File: config.mk
export PLATFORM = sky130hd
export DESIGN_NAME = alu_exec_unit
export DESIGN_NICKNAME = d
export VERILOG_FILES = /design/src/rtl/alu_exec_unit.sv
export SDC_FILE = /design/constraint.sdc
export NUM_CORES = 1
export LEC_CHECK = 0
export ABC_AREA = 1
export BUFFER_PORTS_ARGS = -buffer_cell sky130_fd_sc_hd__buf_2
export CAP_MARGIN = 0
export CORE_UTILIZATION = 54
export CTS_BUF_LIST = sky130_fd_sc_hd__clkbuf_4
export DETAILED_ROUTE_END_ITERATION = 10
export GPL_ROUTABILITY_DRIVEN = 0
export GPL_TIMING_DRIVEN = 0
export PLACE_DENSITY = 0.85
export SLEW_MARGIN = 10
export SYNTH_ARGS = -nofsm -noshare
export SYNTH_HDL_FRONTEND = slang
export SYNTH_SLANG_ARGS = --single-unit
File: constraint.sdc
create_clock -name clock -period 9 [get_ports clock]
set_clock_uncertainty 0.15 [all_clocks]
set_input_delay 0.9 -clock clock [delete_from_list [all_inputs] [get_ports clock]]
set_output_delay 0.9 -clock clock [all_outputs]
set_load 0.02 [all_outputs]
File: src/rtl/alu_exec_unit.sv
// -----------------------------------------------------------------------------
// alu_exec_unit
//
// Purpose
//   Execute-stage ALU for a five-stage MIPS-style pipeline. Decodes the ALU
//   operation from the EX-stage opcode/funct pair and computes a
//   combinational result and zero flag. Registers both into the EX/MEM
//   pipeline register unless stalled. Also provides the ID-stage
//   branch-operand forwarding selects used by the early branch comparator.
//
// Configuration
//   ALU_SLT_EN : when defined, alu_ctrl 111 performs a signed set-less-than,
//                and funct 0x2A / opcode 0x0A decode to 111.
//                When undefined, those encodings decode to ADD (010), and
//                alu_ctrl 111 produces zero.
//
// Ports
//   clock          in   rising-edge clock
//   reset_n        in   asynchronous active-low reset (EX/MEM registers only)
//   stall          in   1 = hold EX/MEM registers
//   ex_op          in   [5:0] EX-stage opcode
//   ex_funct       in   [5:0] EX-stage funct field
//   src_a, src_b   in   [DATA_W-1:0] forwarded operands
//   alu_ctrl       out  [2:0] decoded ALU operation
//   alu_result     out  [DATA_W-1:0] combinational result
//   alu_zero       out  alu_result == 0
//   exmem_alu_out  out  [DATA_W-1:0] registered result
//   exmem_zero     out  registered zero flag
//   id_op          in   [5:0] ID-stage opcode
//   id_rs, id_rt   in   [4:0] ID-stage source register numbers
//   exmem_dest     in   [4:0] destination of the EX/MEM instruction
//   memwb_dest     in   [4:0] destination of the MEM/WB instruction
//   bfa_sel        out  [1:0] branch rs source: 00 regfile, 01 EX/MEM, 10 MEM/WB
//   bfb_sel        out  [1:0] branch rt source, same encoding
// -----------------------------------------------------------------------------
module alu_exec_unit #(
   parameter int DATA_W = 32
) (
   input  logic              clock,
   input  logic              reset_n,
   input  logic              stall,
   input  logic [5:0]        ex_op,
   input  logic [5:0]        ex_funct,
   input  logic [DATA_W-1:0] src_a,
   input  logic [DATA_W-1:0] src_b,
   output logic [2:0]        alu_ctrl,
   output logic [DATA_W-1:0] alu_result,
   output logic              alu_zero,
   output logic [DATA_W-1:0] exmem_alu_out,
   output logic              exmem_zero,
   input  logic [5:0]        id_op,
   input  logic [4:0]        id_rs,
   input  logic [4:0]        id_rt,
   input  logic [4:0]        exmem_dest,
   input  logic [4:0]        memwb_dest,
   output logic [1:0]        bfa_sel,
   output logic [1:0]        bfb_sel
);

   localparam logic [2:0] CTRL_AND = 3'b000;
   localparam logic [2:0] CTRL_OR  = 3'b001;
   localparam logic [2:0] CTRL_ADD = 3'b010;
   localparam logic [2:0] CTRL_SUB = 3'b110;
   localparam logic [2:0] CTRL_SLT = 3'b111;

`ifdef ALU_SLT_EN
   localparam logic [2:0] CTRL_SLT_DEC = CTRL_SLT;
`else
   // Without SLT support, set-less-than encodings fall back to ADD.
   localparam logic [2:0] CTRL_SLT_DEC = CTRL_ADD;
`endif

   logic [DATA_W-1:0] exmem_alu_out_q, exmem_alu_out_d;
   logic              exmem_zero_q, exmem_zero_d;

   // ---------------------------------------------------------------- decode
   always_comb begin
      alu_ctrl = CTRL_ADD;
      case (ex_op)
         6'h00: begin
            case (ex_funct)
               6'h20, 6'h21: alu_ctrl = CTRL_ADD;
               6'h22, 6'h23: alu_ctrl = CTRL_SUB;
               6'h24:        alu_ctrl = CTRL_AND;
               6'h25:        alu_ctrl = CTRL_OR;
               6'h2A:        alu_ctrl = CTRL_SLT_DEC;
               default:      alu_ctrl = CTRL_ADD;  // nop, jr, unused functs
            endcase
         end
         6'h23, 6'h2B, 6'h08: alu_ctrl = CTRL_ADD;  // LW, SW, ADDI
         6'h04, 6'h05:        alu_ctrl = CTRL_SUB;  // BEQ, BNE compare
         6'h0C:               alu_ctrl = CTRL_AND;  // ANDI
         6'h0D:               alu_ctrl = CTRL_OR;   // ORI
         6'h0A:               alu_ctrl = CTRL_SLT_DEC;  // SLTI
         default:             alu_ctrl = CTRL_ADD;
      endcase
   end

   // --------------------------------------------------------------- execute
   always_comb begin
      alu_result = '0;
      case (alu_ctrl)
         CTRL_AND: alu_result = src_a & src_b;
         CTRL_OR:  alu_result = src_a | src_b;
         CTRL_ADD: alu_result = src_a + src_b;
         CTRL_SUB: alu_result = src_a - src_b;
`ifdef ALU_SLT_EN
         CTRL_SLT: alu_result = {{(DATA_W-1){1'b0}}, ($signed(src_a) < $signed(src_b))};
`else
         CTRL_SLT: alu_result = '0;
`endif
         default:  alu_result = '0;  // 011, 100, 101 are unused
      endcase
   end

   assign alu_zero = (alu_result == '0);

   // ------------------------------------------------------ EX/MEM register
   always_comb begin
      exmem_alu_out_d = exmem_alu_out_q;
      exmem_zero_d    = exmem_zero_q;
      if (!stall) begin
         exmem_alu_out_d = alu_result;
         exmem_zero_d    = alu_zero;
      end
   end

   always_ff @(posedge clock or negedge reset_n) begin
      if (!reset_n) begin
         exmem_alu_out_q <= '0;
         exmem_zero_q    <= 1'b0;
      end else begin
         exmem_alu_out_q <= exmem_alu_out_d;
         exmem_zero_q    <= exmem_zero_d;
      end
   end

   assign exmem_alu_out = exmem_alu_out_q;
   assign exmem_zero    = exmem_zero_q;

   // ------------------------------------------------- branch forwarding
   // The newer EX/MEM result wins over MEM/WB; register 0 is hardwired to
   // zero so it never forwards. Encoding 11 is unreachable.
   function automatic logic [1:0] fwd_sel(input logic [4:0] src,
                                          input logic [4:0] ex_dst,
                                          input logic [4:0] wb_dst);
      logic [1:0] sel;
      sel = 2'b00;
      if (ex_dst != 5'd0 && ex_dst == src) begin
         sel = 2'b01;
      end else if (wb_dst != 5'd0 && wb_dst == src) begin
         sel = 2'b10;
      end
      return sel;
   endfunction

   logic id_is_branch;
   assign id_is_branch = (id_op == 6'h04) || (id_op == 6'h05);

   always_comb begin
      bfa_sel = 2'b00;
      bfb_sel = 2'b00;
      if (id_is_branch) begin
         bfa_sel = fwd_sel(id_rs, exmem_dest, memwb_dest);
         bfb_sel = fwd_sel(id_rt, exmem_dest, memwb_dest);
      end
   end

endmodule

==> results of run 1 <==
## power breakdown
part,total (W),internal [W],switching [W]
Combinational,0.000515,0.000170,0.000345
Clock,0.0000776,0.0000313,0.0000463
Sequential,0.000190,0.000176,0.0000144
## flip-flops by register name (all words and copies together), names as in the netlist
name           flops
exmem_alu_out     32
exmem_zero         1
## path summary, 6_finish.rpt
path	start	cells past startpoint	endpoint
max	src_b[0]	29	alu_zero
max in group asynchronous	reset_n	1	exmem_alu_out[15]
max reg2reg	exmem_alu_out[31]	2	exmem_alu_out[31]
min reg2reg	exmem_alu_out[11]	2	exmem_alu_out[11]
min in group asynchronous	reset_n	1	exmem_alu_out[18]
min	exmem_alu_out[11]	2	exmem_alu_out[11]
## area by class of cell
| class | instances | area share (%) |
|---|---|---|
| Clock buffer | 6 | 0.6537 |
| Timing Repair Buffer | 176 | 12.78 |
| Tap cell | 136 | 2.470 |
| Sequential cell | 33 | 11.98 |
| Inverter | 137 | 7.463 |
| Clock inverter | 1 | 0.05448 |
| Buffer | 17 | 1.834 |
| Multi-Input combinational cell | 793 | 62.76 |
## metal layers
layer	routed length (um)	up-vias	share of wire, %
li1	-	3571	-
met1	7981	3186	43
met2	7979	380	43
met3	1999	38	11
met4	432	0	2.3
met5	0	-	0
## synth_stat cells (all sizes together) (2+ instances only)
cell type / number / area, um^2
o21ai: 66 / 345.3
or2: 6 / 37.53
buf: 13 / 111.4
nand2: 286 / 1109
nor3: 21 / 125.1
nor4: 6 / 52.55
nand3: 86 / 495.5
clkbuf: 4 / 15.01
inv: 136 / 510.5
a21oi: 36 / 191.4
ha: 34 / 425.4
nor2: 138 / 583.1
o21bai: 7 / 56.30
nand3b: 8 / 60.06
a31oi: 21 / 197.7
nand4: 18 / 125.1
xnor2: 13 / 113.9
or3: 3 / 18.77
a221oi: 2 / 17.52
o22ai: 4 / 25.02
dfrtp: 33 / 825.8
xor2: 28 / 245.2
## cell families (layout without fill, tap and decap cells)
family | after synthesis | after routing | synth area share [%]
and+or+nand+nor | 573 | 573 | 45.12
buffers and inverters | 154 | 337 | 11.06
AOI/OAI and AO/OA | 143 | 143 | 15.49
xor gates and xnor gates | 41 | 41 | 6.201
adders and majority gates | 36 | 36 | 7.865
DFF | 33 | 33 | 14.26
## placed cells by master, fill, tap and decap left out, types with 11 or more instances in the layout
cell	count
nand2_1	274
buf_2	180
inv_1	127
nor2_1	120
nand3_1	76
o21ai_0	55
ha_1	34
a21oi_1	33
dfrtp_1	33
xor2_1	28
nor3_1	17
a31oi_1	16
nand4_1	16
nor2_2	14
xnor2_1	13
nand2_2	11
## critical path, delay by kind of cell
family / cells / cell delay [ns]
simple gates: 15 / 2.07
compound gates: 3 / 0.54
buf+inv: 8 / 0.88
xor+xnor: 1 / 0.15
fa+ha+maj: 2 / 0.49
## metrics by stage
stage	worst slack [ns]	utilization, %	hold slack, ns	total power (W)
CTS	3.033	66.45	0.3350	0.0007767
floorplan	3.848	-	0.4413	0.0005274
finish	2.903	66.45	0.3324	0.0007823
detailed placement	3.051	65.97	0.3115	0.0006996
global route	2.578	66.45	0.3511	0.0008420
global placement	3.112	65.97	0.3074	0.0006886
==> impl_metrics.tcl, run 1 <==
set metrics [dict create \
    outcome "finished, final reports clean" \
    post_cts_buffers 0 \
    finalHoldViolCount 0 \
    ir_drop_v 0.0001030 \
    synth-edff-count 0 \
    synth_cells 980 \
    grt.total_usage_pct 32.81 \
    path_class "in2out" \
    vias 7175 \
    port_buffers 176 \
    num_antenna_cells 0 \
    final_nets 1303 \
    grt_util_met2_pct 52.02 \
    start_util_pct 55.84 \
    ff2ff_setup_slack_ns 8.15 \
    avgSynthCellArea_um2 5.909 \
    cts_tree "built" \
    die_area_um2 11140 \
    io_pins 178 \
    ys_ff_latch 33 \
    clk_pin_slew_ns 0.08 \
    setup.worst_path.start_class "input pin" \
    critPathMostFrequentCell "inv_1" \
    ys_warn_count 0 \
    critPathArrivalTime_ns 5.05 \
    cts_hold_buf 0 \
    drc 0 \
    syn_to_final_growth_pct 18.99 \
    grt.met1_usage_pct 45.78 \
    syn_area_um2 5791 \
    multi_input_area_um2 4324 \
    required_ns 7.95 \
    slew_viol_final 0 \
    drt_iter0_markers 555 \
    synth_nets 1120 \
    root_buffer "clkbuf_4" \
    drtAntennaViolNets 0 \
    final_cells 1299 \
    seq_area_um2 825.8 \
    rsz0062_at_grt "no" \
    cts_buffers 5 \
    worstMarginPinSlew_ns 0.7129 \
    critPathSlowestCell "nor4_1" \
    clock_latency_ns 0.33 \
    cp_slowest_stage_delay_ns 0.40 \
    grt-busiest-layer "met2" \
    setup_viol_count_final 0 \
    place_area_um2 6842 \
    final.fill_count 1055 \
    yosys.cell_types.count 55 \
    p_leak_nw 3.798 \
    drtPass1Iterations 5 \
    power_density_nw_per_um2 113.5 \
    path_max_fanout 4 \
    final_cell_area_um2 6890 \
    end_kind "primary output" \
    core_um2 10370 \
    holdCritPathClass "reg2reg" \
    cts_max_path_buffers 2 \
    grt_pass1_wl_mm 29.60 \
    finalCritPeriodShare_pct 67.75 \
    max_cap_violations 0 \
    die_w_um 105.6 \
    viasPerCell 5.523 \
    slew_headroom_pct 52.47 \
    routed_wl_mm 18.39 \
    post_cts_resized 0 \
    async_flop_share_pct 100.0 \
    finalSetupTns_ns 0 \
    place_inst 1292 \
    cts_num_sinks 33 \
    ys_seq_area_share_pct 14.26 \
    max_freq_mhz 164.0 \
    ys.flop_type "dfrtp_1" \
    drive_gt1_share_pct 22.61 \
    dp_hpwl_mm 15.71 \
    timing.final.crit_period_ns 6.097 \
    first_global_vias 6325 \
    grt_overflow_total 0 \
    cts-htree-levels 2 \
    wire_per_inst_um 14.16 \
    met3_usage_pct 4.576 \
    rows 37 \
    grt_max_degree 34 \
    antenna_found_initial 0 \
    die_h_um 105.6 \
]
No activity file was read; power rests on OpenSTA's default activity.
==> run 2: changes to the inputs <==
--- a/config.mk
+++ b/config.mk
@@ -5,15 +5,15 @@
 export SDC_FILE = /design/constraint.sdc
 export NUM_CORES = 1
 export LEC_CHECK = 0
-export ABC_AREA = 1
+export ABC_AREA = 0
 export BUFFER_PORTS_ARGS = -buffer_cell sky130_fd_sc_hd__buf_2
 export CAP_MARGIN = 0
-export CORE_UTILIZATION = 54
+export CORE_UTILIZATION = 53
 export CTS_BUF_LIST = sky130_fd_sc_hd__clkbuf_4
 export DETAILED_ROUTE_END_ITERATION = 10
 export GPL_ROUTABILITY_DRIVEN = 0
 export GPL_TIMING_DRIVEN = 0
-export PLACE_DENSITY = 0.85
+export PLACE_DENSITY = 0.86
 export SLEW_MARGIN = 10
 export SYNTH_ARGS = -nofsm -noshare
 export SYNTH_HDL_FRONTEND = slang
==> constraint.sdc (replaced) <==
create_clock -name clock -period 6.2 [get_ports clock]
set_clock_uncertainty 0.15 [all_clocks]
set_input_delay 0.62 -clock clock [delete_from_list [all_inputs] [get_ports clock]]
set_output_delay 0.62 -clock clock [all_outputs]
set_load 0.02 [all_outputs]
==> impl_metrics.tcl, run 2 <==
set metrics [dict create \
    outcome "finished, final reports clean" \
    avgSynthCellArea_um2 7.576 \
    ys_ff_latch 33 \
    wire_per_inst_um 17.93 \
    cts_hold_buf 0 \
    finalCritPeriodShare_pct 99.06 \
    p_leak_nw 2.849 \
    seq_area_um2 825.8 \
    final_cells 986 \
    finalHoldViolCount 0 \
    final.fill_count 793 \
    start_util_pct 55.08 \
    multi_input_area_um2 4350 \
    yosys.cell_types.count 66 \
    final_cell_area_um2 6515 \
    num_antenna_cells 0 \
    slew_viol_final 0 \
    slew_headroom_pct 51.23 \
    core_um2 9284 \
    critPathSlowestCell "or4b_4" \
    worstMarginPinSlew_ns 0.7315 \
    viasPerCell 6.288 \
    synth_nets 815 \
    drive_gt1_share_pct 32.44 \
    cts-htree-levels 2 \
    path_max_fanout 9 \
    final_nets 997 \
    clock_latency_ns 0.33 \
    first_global_vias 5543 \
    vias 6200 \
    required_ns 5.43 \
    cpLargestDelayFamily "simple AND/OR/NAND/NOR gates" \
    final_cell_mix "177 x buf_2, 63 x nand2_1, 51 x a21oi_1" \
    clk_pin_slew_ns 0.11 \
    ir_drop_v 0.0001967 \
    crit_chain "buf_2 > or3_4 > or3_4 > or3_1 > or4_1 > buf_4 > o31ai_2 > xor2_1 > ha_4 > a21o_1 > or3_1 > mux2i_1 > a21oi_2 > or4b_4 > nor4_4 > nand4b_1 > nor2_1 > buf_4" \
    power_density_nw_per_um2 200.7 \
    synth-edff-count 0 \
    ys.flop_type "dfrtp_1" \
    die_h_um 100.2 \
    place_area_um2 6146 \
    syn_area_um2 5114 \
    cts_tree "built" \
    final_common_cell "buf_2" \
    drt_iter0_markers 596 \
    drc 0 \
    cp_slowest_stage_delay_ns 0.59 \
    rows 35 \
    max_cap_violations 0 \
    grt_pass1_wl_mm 26.94 \
    crit_buf_inv 3 \
    holdCritPathClass "in2async" \
    antenna_found_initial 0 \
    die_w_um 100.2 \
    root_buffer "clkbuf_4" \
    synth_cells 675 \
    grt_overflow_total 0 \
    synth.area.top_cells "dfrtp_1 16%, ha_1 8.3%, mux2_2 7.0%, xnor2_1 6.0%, xor2_1 5.8%" \
    grt_max_degree 34 \
    cts_num_sinks 33 \
    max_freq_mhz 162.8 \
    io_pins 178 \
    path_class "in2out" \
    rsz0062_at_grt "yes" \
    synth_top_area_share_pct 16.15 \
    drtPass1Iterations 6 \
    cts_max_path_buffers 2 \
    yosys-top-cells-count "63 x nand2_1, 58 x a21oi_1, 50 x o21ai_0" \
    largest_reg_flops 32 \
    setup_viol_count_final 0 \
    dp_hpwl_mm 14.12 \
    grt.total_usage_pct 33.84 \
    syn_to_final_growth_pct 27.40 \
    drtAntennaViolNets 0 \
    utilization_pct 70.18 \
    routed_wl_mm 17.68 \
    place_inst 978 \
    die_area_um2 10050 \
    async_flop_share_pct 100.0 \
    synth.most_common_cell "nand2_1" \
    ys_warn_count 0 \
    critPathArrivalTime_ns 5.37 \
    port_buffers 174 \
    ys_seq_area_share_pct 16.15 \
    setup.worst_path.start_class "input pin" \
    end_kind "primary output" \
    yosys.area.top_type "dfrtp_1" \
    timing.final.crit_period_ns 6.142 \
    cts_buffers 5 \
]
run 2: cell count changes after synthesis, moves of 32 or more:
cell / delta
inv_1: -110
mux2_2: +32
nand2_1: -211
nand3_1: -62
nor2_1: -78
run 2: routing by layer:
layer / track usage [%] / wire length (um) / vias to the layer above / share of wire, %
li1: - / - / 2890 / -
met1: 44.32 / 6895 / 2872 / 39
met2: 56.90 / 8340 / 381 / 47
met3: 4.387 / 1827 / 57 / 10
met4: 12.37 / 616 / 0 / 3.5
met5: 0 / 0 / - / 0
run 2: where the power goes:
group          switching [W]  internal (W)
logic               0.000547      0.000337
clock network      0.0000728     0.0000455
registers          0.0000283      0.000277
run 2: timing repair:
action / 4_1_cts / 5_1_grt
gates cloned: 0 / 0
pin swaps: 3 / 11
buffers inserted: 1 / 5
endpoints found under the hold margin: 0 / 0
endpoints found under the setup margin: 3 / 2
gates resized for setup: 30 / 36
run 2: cells by family (layout without fill, tap and decap cells):
group | Yosys count | count (layout) | share of synthesized area [%]
AO/OA/AOI/OAI | 226 | 226 | 28.36
adder cells (fa/ha/maj) | 46 | 46 | 10.86
AND/OR/NAND/NOR | 210 | 210 | 20.94
multiplexers | 35 | 35 | 7.634
XOR/XNOR | 69 | 69 | 11.82
flip-flops | 33 | 33 | 16.15
buffers and inverters | 56 | 238 | 4.233
run 2: path summary, 6_finish.rpt:
path	slack [ns]	cells after the start	from	to
min	0.17	1	reset_n	exmem_alu_out[26]
max reg2reg	5.27	1	exmem_alu_out[1]	exmem_alu_out[1]
min in group clock	0.35	2	exmem_alu_out[11]	exmem_alu_out[11]
min reg2reg	0.35	2	exmem_alu_out[11]	exmem_alu_out[11]
max in group asynchronous	5.25	1	reset_n	exmem_alu_out[2]
max	0.06	18	src_b[4]	alu_zero
run 2: final cells by class:
type	instances	share of cell area (%)
timing repair buffer	180	14.10
inverter	17	1.037
sequential	33	12.68
clock inverter	1	0.05761
clock buffer	6	0.6914
buffer	34	2.189
multi-input combinational	586	66.78
tap	129	2.477
run 2: stage by stage:
step           hold slack (ns)  setup WS [ns]  TNS, ns  power [W]
2_1_floorplan           0.1744         0.2109        0  0.0008440
3_3_place_gp            0.3130        -0.6402  -0.9715   0.001116
3_5_place_dp            0.3229        -0.6726   -1.174   0.001131
4_1_cts                 0.1844      0.0007918        0   0.001264
5_1_grt                 0.2114        -0.1666  -0.1850   0.001384
6_report                0.1727        0.05819        0   0.001307
==> run 3: changes to the inputs <==
--- a/config.mk
+++ b/config.mk
@@ -8,6 +8,7 @@
 export ABC_AREA = 0
 export BUFFER_PORTS_ARGS = -buffer_cell sky130_fd_sc_hd__buf_2
 export CAP_MARGIN = 0
+export CORE_ASPECT_RATIO = 2
 export CORE_UTILIZATION = 53
 export CTS_BUF_LIST = sky130_fd_sc_hd__clkbuf_4
 export DETAILED_ROUTE_END_ITERATION = 10
==> impl_metrics.tcl, run 3 (synthesis gave the netlist of run 2 again) <==
set metrics [dict create \
    largest_reg_flops 32 \
    path_max_fanout 9 \
    viasPerCell 6.800 \
    finalCritPeriodShare_pct 100.7 \
    setup.worst_path.start_class "input pin" \
    routed_wl_mm 20.79 \
    final_nets 992 \
    grt_overflow_total 0 \
    io_pins 178 \
    drtAntennaViolNets 0 \
    syn_to_final_growth_pct 29.24 \
    clk_pin_slew_ns 0.11 \
    place_inst 953 \
    grt_pass1_wl_mm 30.42 \
    setup_ws_ns -0.04498 \
    final_common_cell "buf_2" \
    drt_iter0_markers 803 \
    outcome "finished, violations left" \
    finalSetupTns_ns -0.04498 \
    drive_gt1_share_pct 34.47 \
    die_area_um2 10070 \
    slew_viol_final 0 \
    place_area_um2 6115 \
    cts_max_path_buffers 2 \
    timing.final.crit_period_ns 6.245 \
    slew_headroom_pct 34.71 \
    end_kind "primary output" \
    holdCritPathClass "in2async" \
    path_class "in2out" \
    final_cells 957 \
    max_cap_violations 0 \
    drc 0 \
    p_leak_nw 2.900 \
    cts_tree "built" \
    final_cell_mix "178 x buf_2, 62 x nand2_1, 49 x a21oi_1" \
    antenna_found_initial 1 \
    worstMarginPinSlew_ns 0.9793 \
    rsz0062_at_grt "yes" \
    power_density_nw_per_um2 206.7 \
    core_um2 9384 \
    drtPass1Iterations 5 \
    clock_latency_ns 0.34 \
    first_global_vias 6249 \
    cts_num_sinks 33 \
    die_w_um 71.46 \
    final_cell_area_um2 6609 \
    max_freq_mhz 160.1 \
    setup_viol_count_final 1 \
    r2r_start "exmem_alu_out[21]" \
    failed_checks "setup timing" \
    start_util_pct 54.49 \
    root_buffer "clkbuf_4" \
    grt_max_degree 34 \
    startpoint "src_b[6]" \
    wire_per_inst_um 21.73 \
    cts-htree-levels 2 \
    holdWs_ns 0.1751 \
    vias 6508 \
    die_h_um 140.9 \
    critPathArrivalTime_ns 5.47 \
    grt.total_usage_pct 39.21 \
    required_ns 5.43 \
    cts_buffers 5 \
    rows 50 \
    cts_hold_buf 0 \
    finalHoldViolCount 0 \
    port_buffers 174 \
    ir_drop_v 0.0001598 \
    num_antenna_cells 0 \
    dp_hpwl_mm 15.54 \
]
run 3: final cells by class:
| cell class | instances | area, um^2 |
|---|---|---|
| multi-input combinational | 586 | 4487 |
| inverter | 17 | 67.56 |
| sequential | 33 | 825.8 |
| timing repair buffer | 182 | 933.4 |
| fill | 763 | 2775 |
| tap | 104 | 130.1 |
| buffer | 27 | 110.1 |
| clock buffer | 5 | 37.54 |
| clock inverter | 3 | 17.52 |
run 3: stage by stage:
stage	total power (W)	utilization (%)	setup slack, ns
after detailed placement	0.001149	65.16	-0.5495
after CTS	0.001294	67.76	0.003927
after global placement	0.001132	65.16	-0.4776
after global routing	0.001437	70.43	-0.2125
after floorplan	0.0008440	-	0.2109
final	0.001366	70.43	-0.04498
run 3: worst paths after layout:
check                                    end  slack [ns]  depth (start not counted)
hold reg to reg                   exmem_zero        0.35                          2
min in group clock                exmem_zero        0.35                          2
max in group asynchronous  exmem_alu_out[15]        5.25                          1
setup reg to reg           exmem_alu_out[21]        5.26                          1
hold / removal             exmem_alu_out[26]        0.18                          1
setup / recovery                    alu_zero       -0.04                         19
run 3: per-layer routing:
layer	global-route usage (%)	up-vias	share of wire (%)
met3	13.08	162	9.9
met4	33.95	0	9.5
met2	67.87	471	50
met1	35.60	2983	31
met5	0	-	0
li1	-	2892	-
run 3: repair_timing:
item / 4_1_cts / 5_1_grt
gates resized for setup: 44 / 50
pin swaps: 6 / 13
setup buffers: 1 / 7
hold endpoints to repair: 0 / 0
gates cloned: 0 / 0
endpoints found under the setup margin: 3 / 4
run 3: report_power, final:
| group | switching [W] | internal (W) |
|---|---|---|
| logic | 0.000593 | 0.000347 |
| registers | 0.0000311 | 0.000277 |
| clock network | 0.0000756 | 0.0000427 |
run 3: critical path, cell delays in order:
cell      delay, ns
buf_2          0.12
or3_4          0.39
or3_4          0.36
or3_1          0.37
or4_4          0.54
o31ai_2        0.23
xor2_1         0.13
ha_4           0.35
nand2_1        0.06
o211a_1        0.23
o31ai_1        0.30
a21oi_1        0.13
o21ai_0        0.40
nand3_1        0.19
a211oi_1       0.27
a21oi_1        0.20
nand4b_1       0.31
nor2_1         0.12
buf_4          0.15
